[src/rtl/sat_add_pkg.sv]
// Shared types and helpers for the saturating-add arbiter.
// State enum, saturation bound functions and stats width.
package sat_add_pkg;

  typedef enum logic {
    ST_EMPTY,
    ST_FULL
  } state_e;

  localparam int STAT_W = 16;

  function automatic int SAT_MAX(input int w);
    return (1 << (w - 1)) - 1;
  endfunction

  function automatic int SAT_MIN(input int w);
    return -(1 << (w - 1));
  endfunction

endpackage

[src/rtl/sat_add_core.sv]
// Combinational signed add with clamp to an OUT_W-bit range.
// The add is done one bit wider so it never overflows.
module sat_add_core
  import sat_add_pkg::*;
#(
  parameter int IN_W  = 32,
  parameter int OUT_W = 8
) (
  input  logic [IN_W-1:0]  a_i,
  input  logic [IN_W-1:0]  b_i,
  output logic [OUT_W-1:0] sum_o,
  output logic             sat_o
);

  localparam int W1   = IN_W + 1;
  localparam int MAXI = SAT_MAX(OUT_W);
  localparam int MINI = SAT_MIN(OUT_W);
  localparam logic signed [IN_W:0] MAXV = W1'(MAXI);
  localparam logic signed [IN_W:0] MINV = W1'(MINI);

  logic signed [IN_W:0] temp;

  assign temp = $signed({a_i[IN_W-1], a_i})
              + $signed({b_i[IN_W-1], b_i});

  // Clamp the wide sum into the output range
  always_comb begin
    sum_o = temp[OUT_W-1:0];
    sat_o = 1'b0;
    if (temp > MAXV) begin
      sum_o = OUT_W'(MAXI);
      sat_o = 1'b1;
    end else if (temp < MINV) begin
      sum_o = OUT_W'(MINI);
      sat_o = 1'b1;
    end
  end

endmodule

[src/rtl/sat_add_arbiter.sv]
// Round-robin share of one saturating adder, registered output.
// Optional clamp counter: SAT_ADD_ARB_STATS_EN.
module sat_add_arbiter
  import sat_add_pkg::*;
#(
  parameter int NUM_REQ = 4,
  parameter int IN_W    = 32,
  parameter int OUT_W   = 8,
  parameter int ID_W    = $clog2(NUM_REQ)
) (
  input  logic                    clk,
  input  logic                    rst,
  input  logic [NUM_REQ-1:0]      req_valid,
  output logic [NUM_REQ-1:0]      req_ready,
  input  logic [NUM_REQ*IN_W-1:0] req_a,
  input  logic [NUM_REQ*IN_W-1:0] req_b,
  output logic                    res_valid,
  input  logic                    res_ready,
  output logic [OUT_W-1:0]        res_sum,
  output logic [ID_W-1:0]         res_id,
  output logic                    res_sat,
  output logic [STAT_W-1:0]       sat_count
);

  state_e state_q, state_d;
  logic [ID_W-1:0]  rr_ptr_q, rr_ptr_d;
  logic [OUT_W-1:0] sum_q, sum_d;
  logic [ID_W-1:0]  id_q, id_d;
  logic             sat_q, sat_d;

  logic             free;
  logic             gnt;
  int               gnt_idx;
  logic [IN_W-1:0]  op_a, op_b;
  logic [OUT_W-1:0] core_sum;
  logic             core_sat;

  assign free = (state_q == ST_EMPTY) | res_ready;

  // Pick the first valid requester at or after rr_ptr
  always_comb begin
    req_ready = '0;
    gnt       = 1'b0;
    gnt_idx   = 0;
    if (free && !rst) begin
      for (int k = 0; k < NUM_REQ; k++) begin
        if (!gnt &&
            req_valid[(int'(rr_ptr_q) + k) % NUM_REQ]) begin
          gnt     = 1'b1;
          gnt_idx = (int'(rr_ptr_q) + k) % NUM_REQ;
        end
      end
    end
    if (gnt) req_ready[gnt_idx] = 1'b1;
  end

  assign op_a = req_a[gnt_idx*IN_W +: IN_W];
  assign op_b = req_b[gnt_idx*IN_W +: IN_W];

  sat_add_core #(
    .IN_W (IN_W),
    .OUT_W(OUT_W)
  ) u_core (
    .a_i  (op_a),
    .b_i  (op_b),
    .sum_o(core_sum),
    .sat_o(core_sat)
  );

  // Next state, pointer and result register load
  always_comb begin
    state_d  = state_q;
    rr_ptr_d = rr_ptr_q;
    sum_d    = sum_q;
    id_d     = id_q;
    sat_d    = sat_q;
    if (gnt) begin
      state_d  = ST_FULL;
      rr_ptr_d = ID_W'((gnt_idx + 1) % NUM_REQ);
      sum_d    = core_sum;
      id_d     = ID_W'(gnt_idx);
      sat_d    = core_sat;
    end else if (state_q == ST_FULL && res_ready) begin
      state_d = ST_EMPTY;
    end
  end

  // State, pointer and result registers
  always_ff @(posedge clk or posedge rst) begin
    if (rst) begin
      state_q  <= ST_EMPTY;
      rr_ptr_q <= '0;
      sum_q    <= '0;
      id_q     <= '0;
      sat_q    <= 1'b0;
    end else begin
      state_q  <= state_d;
      rr_ptr_q <= rr_ptr_d;
      sum_q    <= sum_d;
      id_q     <= id_d;
      sat_q    <= sat_d;
    end
  end

  assign res_valid = (state_q == ST_FULL);
  assign res_sum   = sum_q;
  assign res_id    = id_q;
  assign res_sat   = sat_q;

`ifdef SAT_ADD_ARB_STATS_EN
  logic [STAT_W-1:0] cnt_q, cnt_d;

  // Count every accepted pair that clamped
  always_comb begin
    cnt_d = cnt_q;
    if (gnt && core_sat) cnt_d = cnt_q + 1'b1;
  end

  // Stats counter register
  always_ff @(posedge clk or posedge rst) begin
    if (rst) cnt_q <= '0;
    else     cnt_q <= cnt_d;
  end

  assign sat_count = cnt_q;
`else
  assign sat_count = '0;
`endif

endmodule
[config.mk]
export PLATFORM = sky130hd
export DESIGN_NAME = sat_add_arbiter
export DESIGN_NICKNAME = d
export VERILOG_FILES = /design/src/rtl/sat_add_pkg.sv /design/src/rtl/sat_add_core.sv /design/src/rtl/sat_add_arbiter.sv
export SDC_FILE = /design/constraint.sdc
export NUM_CORES = 1
export LEC_CHECK = 0
export CAP_MARGIN = 20
export CELL_PAD_IN_SITES_DETAIL_PLACEMENT = 0
export CELL_PAD_IN_SITES_GLOBAL_PLACEMENT = 1
export CORE_AREA = 2 2 140 142
export DETAILED_ROUTE_END_ITERATION = 7
export DIE_AREA = 0 0 142 144
export HOLD_SLACK_MARGIN = 0.06
export PLACE_DENSITY = 0.95
export SLEW_MARGIN = 25
export SYNTH_ARGS = -nofsm -noshare
export SYNTH_HDL_FRONTEND = slang
export SYNTH_HIERARCHICAL = 1
export SYNTH_SLANG_ARGS = --single-unit
[constraint.sdc]
create_clock -name clk -period 11.42 [get_ports clk]
set_input_delay 1.713 -clock clk [delete_from_list [all_inputs] [get_ports clk]]
set_output_delay 1.713 -clock clk [all_outputs]
set_load 0.02 [all_outputs]
==> impl_metrics.csv <==
group,metric,value,unit
run_status,outcome,"finished, final reports clean",
flow_run,max-cap-violations,0,
floorplan,die_x,142,um
power,power.internal,0.0006905,W
detailed_routing,drtIter0Drc,500,
critical_path,cp-end-kind,"flip-flop",
sta,slew_headroom,35.49,%
sta,rsz0062_at_grt,"false",
yosys,ys_seq_area_share,6.483,%
power,power.switching,0.0008918,W
sta,final-setup-viol-count,0,
critical_path,crit_path_start_kind,"primary input",
yosys,synth_area_per_cell,6.590,um2
detailed_routing,routed_wire_length_per_instance,18.64,um
sta,report.final.slew_viol_count,0,
sta,skew,0.0006204,ns
place,dp_hpwl,19100,um
clock_tree,clock-sinks,14,
yosys,yosys_warnings,6,
power,vdd.ir_drop.worst,0.08918,mV
cells_and_area,area_growth,51.35,%
sta,post-route-min-period,8.341,ns
clock_tree,ctsHoldBuffers,0,
global_route,grt_pass1_vias,6548,
power,p_leak,3.220,nW
yosys,synth_edf_count,0,
critical_path,critPathTopFamily,"compound AO/OA/AOI/OAI gates",
power,pwr-share-clk,4.7,%
yosys,yosysUniqueCellTypes,75,
critical_path,cp_common_cell,"nand2_1",
cells_and_area,fin_nets,1339,
power,pwr-share-seq,5.5,%
hold_path,min_path_type,"reg2reg",
global_route,grt_pass1_wl,35790,um
clock_tree,cts_setup_buffers,0,
floorplan,initial_core_util,28.32,%
sta,hold_slack,0.4704,ns
detailed_routing,drcViolationCount,0,
place,portBuffers,278,
critical_path,cp.required,11.60,ns
clock_tree,cts-buffers-inserted,3,
global_route,grt.overflow.total,0,
critical_path,cp.arrival,8.52,ns
floorplan,die_area,0.02045,mm2
yosys,ys_seq_elements,14,
place,gp_congestion,0.9307,
power,pwr-share-comb,89.8,%
yosys,syn_area,0.005404,mm2
global_route,antenna_found_initial,0,
critical_path,slowest_stage,"o221ai_4",
yosys,async_reset_ff_share,100.0,%
power,totalPowerFinal,0.001582,W
clock_tree,clkTransAtPathRegs,0.05,ns
detailed_routing,vias,7095,
clock_tree,cts_root_buf,"clkbuf_16",
detailed_routing,antenna_left,0,
critical_path,cpPeakStageDelay,0.76,ns
place,pre_cts_ws,2.919,ns
sta,fin_tns_setup,0,ns
yosys,synth_ff_type,"dfrtp_1",
power,swShare,56.36,%
floorplan,ios,295,
floorplan,core-area,0.01908,mm2
global_route,grt_max_degree,74,
clock_tree,cts_buffer_depth,2,
floorplan,fp.dieH,144,um
detailed_routing,wirelength,23860,um
critical_path,worstPathCellList,"clkdlybuf4s50_1 > nand2b_1 > o21ai_0 > o221ai_4 > buf_4 > buf_4 > nand2_1 > a32oi_1 > ha_1 > o21ai_0 > o21bai_1 > a221oi_1 > o221ai_1 > a211o_1 > or3_1 > nor4_1 > a31oi_1 > a21oi_1 > nand2_1 > nand2_1",
clock_tree,insertion_delay,0.24,ns
clock_tree,cts_tree,"built",
clock_tree,h-tree-depth,1,
sta,hold_violations,0,
sta,fmax,119.9,MHz
cells_and_area,final_common_cell,"clkdlybuf4s50_1",
cells_and_area,final_cell_mix,"278 x clkdlybuf4s50_1, 266 x nand2_1, 64 x a32oi_1",
critical_path,path_max_fanout,55,
floorplan,fp-row-count,51,
power,powerDensity,193.5,mW/mm2
clock_tree,cts_resized,0,
detailed_routing,via_per_inst,5.543,
detailed_routing,drtPass1Iterations,5,
sta,period_share,73.04,%
sta,tightest_slew,0.9676,ns
critical_path,path_class,"in2reg",
cells_and_area,drive_gt1_share,6.046,%
cells_and_area,diodes,0,
critical_path,crit_buf_inv,3,
global_route,grtUsageTotal,21.89,%
sta,finalWorstSetupSlack,3.079,ns
cells_and_area,final_util,42.87,%
yosys,synthCells,820,
-- layout make-up --
type	count	area, um2
clock buffers	4	88.84
fillers	1981	10900
inverters	17	63.81
multi-input cells	722	4543
flip-flops and latches	14	350.3
well taps	238	297.8
repair buffers	285	2835
-- cell usage after synthesis (5+ instances only) --
| cell type | count | area, um2 |
|---|---|---|
| buf_6 | 14 | 157.7 |
| nand2_1 | 267 | 1002 |
| o21a_1 | 6 | 45.04 |
| buf_2 | 28 | 140.1 |
| a21o_1 | 7 | 52.55 |
| buf_4 | 21 | 157.7 |
| nand4_1 | 9 | 56.30 |
| or3_1 | 7 | 43.79 |
| and2_1 | 5 | 31.28 |
| nand2b_1 | 8 | 50.05 |
| nor2_1 | 26 | 97.59 |
| clkbuf_1 | 18 | 67.56 |
| a211oi_1 | 48 | 360.4 |
| nor3_1 | 14 | 70.07 |
| xor2_1 | 9 | 78.83 |
| o21ai_0 | 20 | 100.1 |
| a21oi_1 | 40 | 200.2 |
| dfrtp_1 | 14 | 350.3 |
| o211ai_1 | 6 | 45.04 |
| nor2b_1 | 5 | 31.28 |
| inv_1 | 17 | 63.81 |
| nand3_1 | 8 | 40.04 |
| ha_1 | 32 | 400.4 |
| and3_1 | 8 | 50.05 |
| a211oi_2 | 24 | 300.3 |
| a32oi_1 | 64 | 560.5 |
| xnor2_1 | 15 | 131.4 |
| o21ai_1 | 7 | 35.03 |
-- through the flow --
stage          area (um2)  cells
3_3_place_gp         8090   1276
6_report             8179   1280
4_1_cts              8179   1280
5_1_grt              8179   1280
2_1_floorplan        5460    835
3_5_place_dp         8090   1276
-- registers in the layout, summed over array words and instances (netlist names) --
| register | count |
|---|---|
| res_sat | 1 |
| rr_ptr_q | 2 |
| res_id | 2 |
| res_sum | 8 |
| res_valid | 1 |
-- metal layers --
| metal | share of wire [%] | track usage (%) | up-vias |
|---|---|---|---|
| met5 | 0 | 0 | - |
| met4 | 0.92 | 2.263 | 0 |
| met3 | 8.3 | 3.179 | 24 |
| met2 | 47 | 38.62 | 329 |
| met1 | 44 | 29.27 | 3304 |
| li1 | - | - | 3438 |
-- power groups by stage --
| stage | clock [W] | combinational, W | sequential, W |
|---|---|---|---|
| 2_1_floorplan | 0 | 0.00100 | 0.000105 |
| 3_3_place_gp | 0 | 0.00139 | 0.0000869 |
| 3_5_place_dp | 0 | 0.00139 | 0.0000869 |
| 4_1_cts | 0.0000735 | 0.00140 | 0.0000862 |
| 5_1_grt | 0.0000760 | 0.00155 | 0.0000878 |
| 6_report | 0.0000742 | 0.00142 | 0.0000868 |
-- tightest hold or removal path, stage by stage (launching register included) --
cell and delay, ns:
dfrtp_1 0.33, nand2_1 0.05, nand2_1 0.06
-- worst paths after layout --
check / startpoint / to / slack, ns / depth (start not counted)
max in group asynchronous: rst / res_sum[1] / 9.20 / 2
setup / recovery: req_valid[0] / res_sum[0] / 3.08 / 20
setup reg to reg: rr_ptr_q[0] / res_sum[0] / 4.67 / 19
hold / removal: res_sum[1] / res_sum[1] / 0.47 / 2
hold reg to reg: res_sum[1] / res_sum[1] / 0.47 / 2
min in group asynchronous: rst / res_id[1] / 1.83 / 2
-- cells by family after synthesis --
kind of cell,synth area share (%)
compound gates,38.18
xor+xnor,3.890
fa+ha+maj,7.780
buf+inv,11.14
flops,6.483
mux,1.574
other cells,0.06939
simple gates,30.89
(Power assumes the default switching activity.)
